File: src/rtl/wc.sv
// 5-tap valid correlation of nine signed 10-bit samples into five wrapped
// 10-bit results, as a 3-stage pipeline: sample, product, sum.
module wc #(
  parameter logic signed [9:0] G0 = 10'sd1,
  parameter logic signed [9:0] G1 = 10'sd2,
  parameter logic signed [9:0] G2 = 10'sd3,
  parameter logic signed [9:0] G3 = 10'sd2,
  parameter logic signed [9:0] G4 = 10'sd1
) (
  input  logic        clk,
  input  logic        rst,
  input  logic [89:0] D,
  output logic [49:0] Z
);

  localparam int unsigned DW = 10;
  localparam int unsigned ND = 9;
  localparam int unsigned NT = 5;
  localparam int unsigned NZ = 5;
  localparam int unsigned PW = 2 * DW;
  localparam int unsigned SW = 25;

  logic signed [DW-1:0] g   [NT];
  logic signed [DW-1:0] d_q [ND];
  logic signed [PW-1:0] p_q [NZ][NT];

  assign g[0] = G0;
  assign g[1] = G1;
  assign g[2] = G2;
  assign g[3] = G3;
  assign g[4] = G4;

  // Stage 1: unpack and register the input samples, d0 from the MS field.
  always_ff @(posedge clk) begin
    if (rst) begin
      for (int i = 0; i < ND; i++) d_q[i] <= '0;
    end else begin
      for (int i = 0; i < ND; i++) d_q[i] <= D[(ND-1-i)*DW +: DW];
    end
  end

  // Stage 2: full-precision 20-bit products for every (output, tap) pair.
  always_ff @(posedge clk) begin
    if (rst) begin
      for (int j = 0; j < NZ; j++)
        for (int t = 0; t < NT; t++) p_q[j][t] <= '0;
    end else begin
      for (int j = 0; j < NZ; j++)
        for (int t = 0; t < NT; t++) p_q[j][t] <= d_q[j+t] * g[t];
    end
  end

  // Stage 3: exact 25-bit sum, keep only the low 10 bits (two's-complement wrap).
  always_ff @(posedge clk) begin
    if (rst) begin
      Z <= '0;
    end else begin
      for (int j = 0; j < NZ; j++)
        Z[(NZ-1-j)*DW +: DW] <= DW'(SW'(p_q[j][0]) + SW'(p_q[j][1]) + SW'(p_q[j][2])
                                    + SW'(p_q[j][3]) + SW'(p_q[j][4]));
    end
  end

endmodule

File: config.mk
export PLATFORM = sky130hd
export DESIGN_NAME = wc
export DESIGN_NICKNAME = d
export VERILOG_FILES = /design/src/rtl/wc.sv
export SDC_FILE = /design/constraint.sdc
export NUM_CORES = 1
export LEC_CHECK = 0
export ABC_CLOCK_PERIOD_IN_PS = 7500
export CELL_PAD_IN_SITES_DETAIL_PLACEMENT = 0
export CELL_PAD_IN_SITES_GLOBAL_PLACEMENT = 1
export CORE_MARGIN = 3
export CORE_UTILIZATION = 49
export DETAILED_ROUTE_END_ITERATION = 8
export PLACE_DENSITY = 0.93
export SETUP_SLACK_MARGIN = 0.5
export SYNTH_ARGS = -nofsm -noshare
export SYNTH_HDL_FRONTEND = slang
export SYNTH_SLANG_ARGS = --single-unit
File: constraint.sdc
create_clock -name clk -period 7.5 [get_ports clk]
set_input_delay 1.125 -clock clk [delete_from_list [all_inputs] [get_ports clk]]
set_output_delay 1.125 -clock clk [all_outputs]
set_load 0.01 [all_outputs]
==> metrics.yaml <==
global_routing:
  grt_pass1_vias: 10410
  antenna_found_initial: 0
  grt_usage_pct: 19.16
  grt-ovfl-total: 0
  grt_pass1_wl_mm: 51.07
  grt_max_degree: 192
yosys:
  async_reset_ff_share_pct: 0
  synth-simple-area-share_pct: 15.46
  synth_compound_area_share_pct: 6.654
  synth_top_family_by_area: "adder cells"
  synth-adder-area-share_pct: 27.24
  synth_cell_types: 46
  synthCells: 1481
  synth.area.mux_share_pct: 1.020
  ys_ff_latch: 275
  synth.cell_area_mm2: 0.01484
  synth_xor_area_share_pct: 3.365
  yosysSeqAreaShare_pct: 37.11
  synth_edf_count: 0
  syn_area_per_cell_um2: 10.02
  yosysWarnings: 0
  syn_nets: 1818
  ys.flop_type: "dfxtp_1"
run_status:
  status: "finished clean"
place:
  hpwl_mm: 24.02
  gp_congestion: 0.8311
  io_buffers: 141
  dpl_cell_area_mm2: 0.01661
sta:
  period_needed_ns: 3.672
  slew_headroom_pct: 34.76
  finClkSkew_ns: 0.01408
  setup_viol: 0
  tightest_slew_ns: 0.9786
  rsz0062_at_grt: "false"
  whs_ns: 0.4280
  tns_ns: 0
  period_share_pct: 48.96
  maxSlewViolCount: 0
  finalHoldViolCount: 0
  fmax_mhz: 272.3
clock_network:
  hold_buffers: 0
  numCtsBuffers: 29
  cts_setup_buffers: 0
  htree_levels: 1
  cts.path.max_buffers: 3
  insertion_delay_ns: 0.55
  path_clk_slew_ns: 0.06
  post_cts_resized: 0
  clock-root-buffer: "clkbuf_16"
  cts_tree: "done"
  cts_sinks: 275
power:
  p_leak_nw: 7.995
  power_mw: 4.223
  irDropWorstVdd_v: 0.0001744
  power_density_mw_per_mm2: 240.3
finish:
  diodes: 0
  nets: 1955
  layout_common_cells: "inv_1 (318), dfxtp_1 (275), nor2b_1 (222), clkdlybuf4s50_1 (140), fa_1 (130)"
  area_growth_pct: 18.45
  fillerInstances: 2470
  fin_area_mm2: 0.01757
  layout_commonest_cell: "inv_1"
  final_layout_size_suffix_gt1_share_pct: 4.088
die:
  pin_count: 142
  die_y_um: 180.0
  rows: 63
  die_area_mm2: 0.03240
  fp.dieW_um: 180.0
  start_util_pct: 49.93
  core_mm2: 0.02972
detailed_routing:
  wl_mm: 31.12
  detail-route-antenna-nets: 0
  drt_iter0_drc: 432
  dr.pass1.iters: 5
  avgViaCountPerCell: 4.871
  drc_errors: 0
  route.vias.total: 9883
  wl_per_cell_um: 15.34
job:
  drv_cap: 0
critical_path:
  critPathLaunchType: "flip-flop"
  cp.required_ns: 7.93
  max_stage_delay_ns: 0.58
  worstPathArrival_ns: 4.10
  worstSetupEndpointType: "flip-flop"
  path_cells: "inv_1 -> fa_1 -> inv_1 -> fa_1 -> inv_1 -> fa_1 -> inv_1 -> ha_1 -> a211oi_2 -> o21ai_0 -> and3_1 -> mux2_2"
  crit_path_frequent_cell: "inv_1"
  crit_buf_inv: 4
  cp_slowest_cell: "fa_1"
  worstSetupPathType: "flip-flop to flip-flop"
  cp_top_family: "adder cells"
  cp_max_fo: 3
hold_path:
  holdCritPathClass: "flip-flop to flip-flop"
where the power goes:
| group | switching, mW | internal (mW) |
|---|---|---|
| clock network | 0.609 | 0.830 |
| logic | 0.574 | 0.535 |
| registers | 0.0695 | 1.60 |
flip-flops by register name, summed over array words and instances (netlist names):
register and flops:
Z 50, d_q 90, p_q 135
area by class of cell:
cell class	count	area (um2)	area share [%]
Sequential cell	275	5505	31.33
Clock inverter	18	172.7	0.9825
Timing Repair Buffer	143	1444	8.216
Tap cell	390	488.0	2.777
Clock buffer	34	794.5	4.521
Multi-Input combinational cell	850	7973	45.37
Inverter	319	1197	6.813
through the flow:
step                setup WS, ns  util, %  instances
CTS                        3.822    59.14       2029
finish                     3.828    59.14       2029
detailed placement         3.845    55.88       1977
global placement           3.939    55.88       1977
floorplan                  4.117        -       1481
global route               3.627    59.14       2029
path summary, 6_finish.rpt:
kind,start,to,slack (ns),depth (start not counted)
hold reg to reg,d_q[1][31],p_q[3][1],0.43,1
setup / recovery,p_q[3][62],Z[49],3.83,12
setup reg to reg,p_q[3][62],Z[49],3.83,12
hold / removal,d_q[1][31],p_q[3][1],0.43,1
Yosys cell counts (5+ instances only):
master	instances	area [um2]
a211oi_1	9	67.56
a21o_1	12	90.09
a21oi_1	22	110.1
a311oi_1	6	52.55
a31oi_1	7	43.79
and3_1	8	50.05
buf_2	12	60.06
clkbuf_1	23	86.33
dfxtp_1	275	5505
fa_1	130	2603
ha_1	115	1439
inv_1	318	1194
mux2_2	6	67.56
mux2i_1	5	50.05
nand2_1	16	60.06
nand2b_1	13	81.33
nand3_1	7	35.03
nor2_1	48	180.2
nor2b_1	222	1389
nor3_1	27	135.1
nor3b_1	9	67.56
nor4_1	7	43.79
nor4b_1	8	70.07
o211ai_1	14	105.1
o21a_1	12	90.09
o21ai_0	30	150.1
o21bai_1	10	75.07
or3_1	5	31.28
or4_1	13	97.59
xnor2_1	52	455.4
xor2_1	5	43.79
layer usage:
layer | part of all wire [%] | track usage [%]
met5 | 0 | 0
met4 | 2.6 | 4.912
met1 | 43 | 24.55
met2 | 49 | 33.94
met3 | 5.1 | 3.129
kinds of logic (layout without fill, tap and decap cells):
family,count (synthesis),in the layout
and+or+nand+nor,389,389
muxes,14,14
xor gates and xnor gates,57,57
AOI/OAI and AO/OA,145,145
adders and majority gates,245,245
DFF,275,275
buffers and inverters,356,514
worst reg2reg max path: stages (launching register included):
cell	delay [ns]
dfxtp_1	0.35
inv_1	0.14
fa_1	0.58
inv_1	0.06
fa_1	0.49
inv_1	0.05
fa_1	0.55
inv_1	0.06
ha_1	0.32
a211oi_2	0.31
o21ai_0	0.18
and3_1	0.21
mux2_2	0.27
(Power assumes the default switching activity.)
